==> src/rtl/hyperbus_ctrl.sv <==
// hyperbus_ctrl -- single-transaction HyperBus (HyperRAM) master.
//
// Accepts one 16-bit read or write request at a time from a simple host
// interface and runs it on the HyperBus pins: CS# setup, 6-byte command/address,
// initial latency, two data bytes, CS# hold and a CS#-high recovery gap.
//
// Ports:
//   hbus_clk, hbus_rst      sole clock (rising edge), async active-high reset
//   adr_i, dat_i            byte address and write data, sampled at accept
//   rrq, wrq                read / write request (wrq wins when both are high)
//   ready, busy             idle-and-accepting / transaction in progress
//   dat_o, valid            read data and its one-cycle qualifier
//   err                     one-cycle pulse when read data never arrives
//   hb_cs_n, hb_ck          HyperBus chip select (active low) and clock
//   hb_rwds_o/_oe/_i        RWDS drive, enable, sample
//   hb_dq_o/_oe/_i          DQ[7:0] drive, enable, sample
//
// Build option: define HYPERBUS_VARIABLE_LATENCY_EN to sample RWDS in the
// third command cycle and shorten the latency to 2*LATENCY when it is low.
// Without it the latency is always 4*LATENCY and RWDS is ignored during CA.
module hyperbus_ctrl #(
  parameter int HBUS_ADDR_WIDTH = 32,
  parameter int HBUS_DATA_WIDTH = 16,
  parameter int LATENCY         = 6,
  parameter int RWR_CYCLES      = 4,
  parameter int RD_TIMEOUT      = 64
) (
  input  logic                       hbus_clk,
  input  logic                       hbus_rst,
  input  logic [HBUS_ADDR_WIDTH-1:0] adr_i,
  input  logic [HBUS_DATA_WIDTH-1:0] dat_i,
  output logic [HBUS_DATA_WIDTH-1:0] dat_o,
  input  logic                       rrq,
  input  logic                       wrq,
  output logic                       ready,
  output logic                       valid,
  output logic                       busy,
  output logic                       err,
  output logic                       hb_cs_n,
  output logic                       hb_ck,
  output logic                       hb_rwds_o,
  output logic                       hb_rwds_oe,
  input  logic                       hb_rwds_i,
  output logic [7:0]                 hb_dq_o,
  output logic                       hb_dq_oe,
  input  logic [7:0]                 hb_dq_i
);

  localparam logic [2:0] S_IDLE     = 3'd0;
  localparam logic [2:0] S_CS_SETUP = 3'd1;
  localparam logic [2:0] S_CA       = 3'd2;
  localparam logic [2:0] S_LAT      = 3'd3;
  localparam logic [2:0] S_WDATA    = 3'd4;
  localparam logic [2:0] S_RDATA    = 3'd5;
  localparam logic [2:0] S_CS_HOLD  = 3'd6;
  localparam logic [2:0] S_RECOVER  = 3'd7;

  localparam logic [15:0] CA_END       = 16'd5;
  localparam logic [15:0] LAT_LONG_END = 16'(4 * LATENCY - 1);
  localparam logic [15:0] RD_END       = 16'(RD_TIMEOUT - 1);
  localparam logic [15:0] RWR_END      = 16'(RWR_CYCLES - 1);

  logic [2:0]  state_q, state_d;
  logic [15:0] cnt_q, cnt_d;
  logic        ck_q, ck_d;
  logic        rd_q, rd_d;
  logic        rbyte_q, rbyte_d;
  logic        rwds_prev_q;
  logic        valid_q, valid_d;
  logic        err_q, err_d;
  logic [HBUS_DATA_WIDTH-1:0] dat_q, dat_d;

  // Transaction payload: loaded at accept, never needs a reset value.
  logic [HBUS_ADDR_WIDTH-1:1] adr_q;
  logic [HBUS_DATA_WIDTH-1:0] wdat_q;
  logic [7:0]                 rhi_q;

  logic        accept;
  logic        rwds_edge;
  logic        rd_done;
  logic [15:0] lat_end;
  logic [47:0] ca;
  logic        unused_adr0;

  // Word addressing: byte-address bit 0 never reaches the bus.
  assign unused_adr0 = adr_i[0];

  function automatic logic [47:0] ca_word(input logic rd,
                                          input logic [HBUS_ADDR_WIDTH-1:1] a);
    logic [HBUS_ADDR_WIDTH-1:1] row;
    row = a >> 3;
    ca_word = {rd, 1'b0, 1'b1, 29'(row), 13'd0, a[3:1]};
  endfunction

`ifdef HYPERBUS_VARIABLE_LATENCY_EN
  localparam logic [15:0] LAT_SHORT_END = 16'(2 * LATENCY - 1);
  logic lat_long_q, lat_long_d;
  assign lat_end = lat_long_q ? LAT_LONG_END : LAT_SHORT_END;
`else
  assign lat_end = LAT_LONG_END;
`endif

  assign accept    = (state_q == S_IDLE) && (rrq || wrq);
  assign rwds_edge = hb_rwds_i ^ rwds_prev_q;
  assign rd_done   = rwds_edge && rbyte_q;
  assign ca        = ca_word(rd_q, adr_q);

  always_comb begin
    state_d = state_q;
    cnt_d   = cnt_q + 16'd1;
    ck_d    = 1'b0;
    rd_d    = rd_q;
    rbyte_d = rbyte_q;
    valid_d = 1'b0;
    err_d   = 1'b0;
    dat_d   = dat_q;
`ifdef HYPERBUS_VARIABLE_LATENCY_EN
    lat_long_d = lat_long_q;
`endif
    case (state_q)
      S_IDLE: begin
        cnt_d = '0;
        if (accept) begin
          state_d = S_CS_SETUP;
          rd_d    = ~wrq;
        end
      end
      S_CS_SETUP: begin
        state_d = S_CA;
        cnt_d   = '0;
        ck_d    = 1'b1;
      end
      S_CA: begin
        ck_d = ~ck_q;
`ifdef HYPERBUS_VARIABLE_LATENCY_EN
        if (cnt_q == 16'd2) lat_long_d = hb_rwds_i;
`endif
        if (cnt_q == CA_END) begin
          state_d = S_LAT;
          cnt_d   = '0;
        end
      end
      S_LAT: begin
        ck_d = ~ck_q;
        if (cnt_q == lat_end) begin
          state_d = rd_q ? S_RDATA : S_WDATA;
          cnt_d   = '0;
          rbyte_d = 1'b0;
        end
      end
      S_WDATA: begin
        ck_d = ~ck_q;
        if (cnt_q == 16'd1) begin
          state_d = S_CS_HOLD;
          cnt_d   = '0;
          ck_d    = 1'b0;
        end
      end
      S_RDATA: begin
        ck_d = ~ck_q;
        // A second RWDS transition completes the word even on the last
        // allowed cycle; only otherwise does the timeout fire.
        if (rd_done) begin
          dat_d   = HBUS_DATA_WIDTH'({rhi_q, hb_dq_i});
          valid_d = 1'b1;
          state_d = S_CS_HOLD;
          cnt_d   = '0;
          ck_d    = 1'b0;
        end else begin
          if (rwds_edge) rbyte_d = 1'b1;
          if (cnt_q == RD_END) begin
            err_d   = 1'b1;
            state_d = S_CS_HOLD;
            cnt_d   = '0;
            ck_d    = 1'b0;
          end
        end
      end
      S_CS_HOLD: begin
        state_d = S_RECOVER;
        cnt_d   = '0;
      end
      default: begin
        if (cnt_q == RWR_END) begin
          state_d = S_IDLE;
          cnt_d   = '0;
        end
      end
    endcase
  end

  always_ff @(posedge hbus_clk or posedge hbus_rst) begin
    if (hbus_rst) begin
      state_q     <= S_IDLE;
      cnt_q       <= '0;
      ck_q        <= 1'b0;
      rd_q        <= 1'b0;
      rbyte_q     <= 1'b0;
      rwds_prev_q <= 1'b0;
      valid_q     <= 1'b0;
      err_q       <= 1'b0;
      dat_q       <= '0;
`ifdef HYPERBUS_VARIABLE_LATENCY_EN
      lat_long_q  <= 1'b1;
`endif
    end else begin
      state_q     <= state_d;
      cnt_q       <= cnt_d;
      ck_q        <= ck_d;
      rd_q        <= rd_d;
      rbyte_q     <= rbyte_d;
      rwds_prev_q <= hb_rwds_i;
      valid_q     <= valid_d;
      err_q       <= err_d;
      dat_q       <= dat_d;
`ifdef HYPERBUS_VARIABLE_LATENCY_EN
      lat_long_q  <= lat_long_d;
`endif
    end
  end

  always_ff @(posedge hbus_clk) begin
    if (accept) begin
      adr_q  <= adr_i[HBUS_ADDR_WIDTH-1:1];
      wdat_q <= dat_i;
    end
    if ((state_q == S_RDATA) && rwds_edge && !rbyte_q) rhi_q <= hb_dq_i;
  end

  always_comb begin
    hb_dq_o = 8'd0;
    if (state_q == S_CA) begin
      case (cnt_q[2:0])
        3'd0:    hb_dq_o = ca[47:40];
        3'd1:    hb_dq_o = ca[39:32];
        3'd2:    hb_dq_o = ca[31:24];
        3'd3:    hb_dq_o = ca[23:16];
        3'd4:    hb_dq_o = ca[15:8];
        default: hb_dq_o = ca[7:0];
      endcase
    end else if (state_q == S_WDATA) begin
      hb_dq_o = (cnt_q == 16'd0) ? wdat_q[15:8] : wdat_q[7:0];
    end
  end

  assign hb_cs_n    = (state_q == S_IDLE) || (state_q == S_RECOVER);
  assign hb_ck      = ck_q;
  assign hb_dq_oe   = (state_q == S_CA) || (state_q == S_WDATA);
  assign hb_rwds_oe = (state_q == S_WDATA);
  assign hb_rwds_o  = 1'b0;
  assign ready      = (state_q == S_IDLE);
  assign busy       = (state_q != S_IDLE);
  assign valid      = valid_q;
  assign err        = err_q;
  assign dat_o      = dat_q;

endmodule

==> config.mk <==
export PLATFORM = sky130hd
export DESIGN_NAME = hyperbus_ctrl
export DESIGN_NICKNAME = d
export VERILOG_FILES = /design/src/rtl/hyperbus_ctrl.sv
export SDC_FILE = /design/constraint.sdc
export NUM_CORES = 1
export LEC_CHECK = 0
export BUFFER_PORTS_ARGS = -buffer_cell sky130_fd_sc_hd__buf_2
export CAP_MARGIN = 20
export CORE_MARGIN = 4
export CORE_UTILIZATION = 48
export CTS_CLUSTER_DIAMETER = 60
export CTS_CLUSTER_SIZE = 16
export DETAILED_ROUTE_END_ITERATION = 12
export GPL_TIMING_DRIVEN = 0
export PLACE_DENSITY = 0.75
export SYNTH_ARGS = -nofsm -noshare
export SYNTH_HDL_FRONTEND = slang
export SYNTH_SLANG_ARGS = --single-unit
==> constraint.sdc <==
create_clock -name hbus_clk -period 3.2 [get_ports hbus_clk]
set_input_delay 0.64 -clock hbus_clk [delete_from_list [all_inputs] [get_ports hbus_clk]]
set_output_delay 0.64 -clock hbus_clk [all_outputs]
set_load 0.01 [all_outputs]
==> load_flow_metrics.sql <==
INSERT INTO impl_metrics (metric_group, metric, value, unit) VALUES
('status', 'outcome', 'completed', ''),
('place', 'buffer_ports.inserted', '91', ''),
('global_routing', 'first_global_vias', '2753', ''),
('critical_path', 'critical_path.endpoint_type', 'output port', ''),
('routing', 'initialDrtViolationCount', '177', ''),
('clocking', 'clock_tree_from_tritoncts', 'yes', ''),
('critical_path', 'timing.critical_path.slowest_stage_cell', 'sky130_fd_sc_hd__or4b_4', ''),
('clocking', 'cts.reportedPaths.clkPinSlew', '0.09', 'ns'),
('floorplan', 'number_of_placed_i_o_pins', '94', ''),
('place', 'place_worst_setup_slack', '0.0191', 'ns'),
('layout', 'fill_cells', '654', ''),
('global_routing', 'grt_antenna_before_repair', '0', ''),
('global_routing', 'overflow', '0', ''),
('synthesis', 'dominant_synthesized_flop_cell', 'sky130_fd_sc_hd__edfxtp_1', ''),
('synthesis', 'postSynthNetCount', '384', ''),
('synthesis', 'syn_area', '3990', 'sq um'),
('run', 'drv.max_cap_violation_count', '0', ''),
('synthesis', 'synth-seq-cells', '96', ''),
('sta', 'timing_worst_slew_pin_value', '0.850', 'ns'),
('place', 'gp_congestion', '0.816', ''),
('clocking', 'root_buffer', 'sky130_fd_sc_hd__clkbuf_8', ''),
('routing', 'antenna_violating_nets_post_route', '0', ''),
('synthesis', 'postSynth.asyncResetShare', '0.427', ''),
('layout', 'mostFrequentLayoutCell', 'sky130_fd_sc_hd__buf_2', ''),
('clocking', 'hold_buffers', '0', ''),
('global_routing', 'grt_max_degree', '42', ''),
('critical_path', 'crit_path_start_kind', 'flip-flop', ''),
('layout', 'antennaDiodeCount', '0', ''),
('place', 'dp_hpwl', '5740', 'microns'),
('critical_path', 'worstSetupPathType', 'flip-flop to output port', ''),
('layout', 'share_of_post_route_cells_with_drive_strength_above_1', '0.314', ''),
('layout', 'final_net_count', '491', ''),
('routing', 'post-route-drc-count', '0', ''),
('layout', 'area_delta_synth_final', '21.1', '%'),
('synthesis', 'ys.warnings.count', '0', ''),
('sta', 'max-slew-margin-rel', '0.433', ''),
('power', 'worst_ir_drop_vdd', '397', 'uV'),
('synthesis', 'synth_cell_type_count', '45', ''),
('routing', 'total_number_of_vias', '2754', ''),
('floorplan', 'placement_rows', '33', ''),
('floorplan', 'chipHeight', '99.2', 'microns'),
('sta', 'grt_setup_unrepaired', 'true', ''),
('layout', 'mostFrequentLayoutCells', '94 x sky130_fd_sc_hd__buf_2, 56 x sky130_fd_sc_hd__nand2_1, 55 x sky130_fd_sc_hd__edfxtp_1, 37 x sky130_fd_sc_hd__dfrtp_1, 28 x sky130_fd_sc_hd__nor2_1', ''),
('routing', 'route.final.wire_length', '8110', 'microns'),
('clocking', 'clk_path_buf_depth', '2', ''),
('critical_path', 'critical_path_peak_fanout', '8', ''),
('sta', 'setup_viol', '0', ''),
('clocking', 'cts.sink_count', '96', ''),
('routing', 'drt_pre_antenna_iters', '6', ''),
('clocking', 'clock_insertion_delay_worst_skew', '0.36', 'ns'),
('routing', 'vias_per_cell', '5.15', ''),
('routing', 'wire_per_inst', '15.1', 'microns'),
('clocking', 'cts_buffers', '9', ''),
('critical_path', 'crit_required', '2.56', 'ns'),
('floorplan', 'die_area', '9840', 'sq um'),
('power', 'p_leak', '2.17', 'nW'),
('synthesis', 'yosysSeqAreaShare', '0.671', ''),
('power', 'report.power.total', '3.36', 'mW'),
('global_routing', 'global_route_wire_length_before_repair', '13200', 'microns'),
('global_routing', 'gr-usage-all-layers', '0.171', ''),
('floorplan', 'die_width', '99.2', 'microns'),
('sta', 'finalWorstPathRequiredPeriod', '3.11', 'ns'),
('sta', 'timing.final.ws_setup', '0.0876', 'ns'),
('synthesis', 'synthCells', '318', ''),
('sta', 'fin_skew', '0.00864', 'ns'),
('sta', 'timing.final.crit_share', '0.973', ''),
('sta', 'finalHoldViolCount', '0', ''),
('critical_path', 'crit_path_max_incr_delay', '0.61', 'ns'),
('sta', 'slew_violations', '0', ''),
('power', 'pwr_density_cell', '695', 'nW/um^2'),
('sta', 'clock.fmax', '321', 'MHz'),
('synthesis', 'synthesis.area_per_instance', '12.6', 'sq um'),
('critical_path', 'critPathArrivalTime', '2.47', 'ns'),
('floorplan', 'floorplan.initialDensity', '0.491', ''),
('floorplan', 'core_area', '8130', 'sq um'),
('clocking', 'ctsHtreeMaxLevel', '3', ''),
('min_path', 'classification_of_the_worst_slack_hold_path', 'input pin to flip-flop', ''),
('synthesis', 'synth_edf_count', '55', ''),
('critical_path', 'timing.critical_path.cells', 'nor4_4 -> nand4_2 -> or4b_4 -> mux2i_1 -> o22ai_1 -> buf_2', '');
critical path, delay by kind of cell (launching register included):
| family | cells | cell delay [ns] |
|---|---|---|
| and+or+nand+nor | 3 | 1.12 |
| DFF | 1 | 0.45 |
| AOI/OAI and AO/OA | 1 | 0.22 |
| buffers and inverters | 1 | 0.17 |
| muxes | 1 | 0.16 |
through the flow:
step                      cells  hold slack (ns)  instance area [sq um]  utilization  setup TNS [ns]
final                       535            0.411                   4840        0.595               0
after global routing        535            0.404                   4840        0.595         -0.0230
after CTS                   535            0.395                   4830        0.594               0
after detailed placement    515            0.429                   4610        0.567               0
after global placement      514            0.419                   4580        0.563               0
after floorplan             318            0.415                   4000            -               0
cells by family (layout without fill, tap and decap cells):
logic type	after synthesis	in the layout	share of synthesized area
buf+inv	24	136	0.0313
flops	96	96	0.671
xor+xnor	15	15	0.0329
other cells	1	1	0.000939
simple gates	127	127	0.155
fa+ha+maj	5	5	0.0157
compound gates	41	41	0.0705
mux	9	9	0.0226
cells in the mapped netlist, types with 7 or more instances:
cell	n	area, sq um
sky130_fd_sc_hd__nand2_1	56	210
sky130_fd_sc_hd__edfxtp_1	55	1650
sky130_fd_sc_hd__dfrtp_1	41	1030
sky130_fd_sc_hd__nor2_1	29	109
sky130_fd_sc_hd__nand3_1	10	50.1
sky130_fd_sc_hd__xor2_1	10	87.6
sky130_fd_sc_hd__a21oi_1	9	45.0
sky130_fd_sc_hd__inv_1	9	33.8
sky130_fd_sc_hd__mux2i_1	9	90.1
sky130_fd_sc_hd__o22ai_1	9	56.3
sky130_fd_sc_hd__a22oi_1	7	52.6
routing by layer:
metal / vias to the layer above / wire (microns) / track usage
li1: 1345 / - / -
met1: 1286 / 3390 / 0.226
met2: 115 / 3990 / 0.279
met3: 8 / 637 / 0.0449
met4: 0 / 93 / 0.0494
met5: - / 0 / 0
final cells by class:
class,instances,area [sq um],area share
inverter,10,37.5,0.00776
timing repair buffer,98,528,0.109
tap,105,131,0.0272
clock inverter,6,51.3,0.0106
clock buffer,10,128,0.0264
multi-input combinational,198,1210,0.250
sequential,96,2680,0.555
buffer,12,67.6,0.0140
sequential cells by signal, summed over array words and instances (netlist names):
name and flops:
adr_q 31, cnt_q 16, dat_o 16, err 1, hb_ck 1, rbyte_q 1, rd_q 1, rhi_q 8
rwds_prev_q 1, state_q 3, valid 1, wdat_q 16
final timing paths:
check / start / to / slack [ns] / depth (start not counted)
min in group asynchronous: hbus_rst / dat_o[13] / 0.45 / 2
max in group asynchronous: hbus_rst / cnt_q[6] / 2.17 / 2
worst min-delay path: hb_rwds_i / rwds_prev_q / 0.41 / 1
worst min register to register: rhi_q[3] / dat_o[11] / 0.45 / 2
worst max-delay path: cnt_q[8] / hb_dq_o[1] / 0.09 / 6
worst max register to register: cnt_q[0] / cnt_q[14] / 0.92 / 8
where the power goes:
| group | internal (mW) | switching [mW] | total [mW] |
|---|---|---|---|
| Combinational | 0.423 | 0.619 | 1.04 |
| Clock | 0.294 | 0.436 | 0.730 |
| Sequential | 1.51 | 0.0772 | 1.59 |
| Total | 2.23 | 1.13 | 3.36 |
timing repair:
item | CTS | global route
pin swaps | 3 | 4
buffers inserted | 5 | 1
endpoints found under the setup margin | 8 | 8
gates resized for setup | 4 | 4
gates cloned | 0 | 0
No activity file was read; power rests on OpenSTA's default activity.
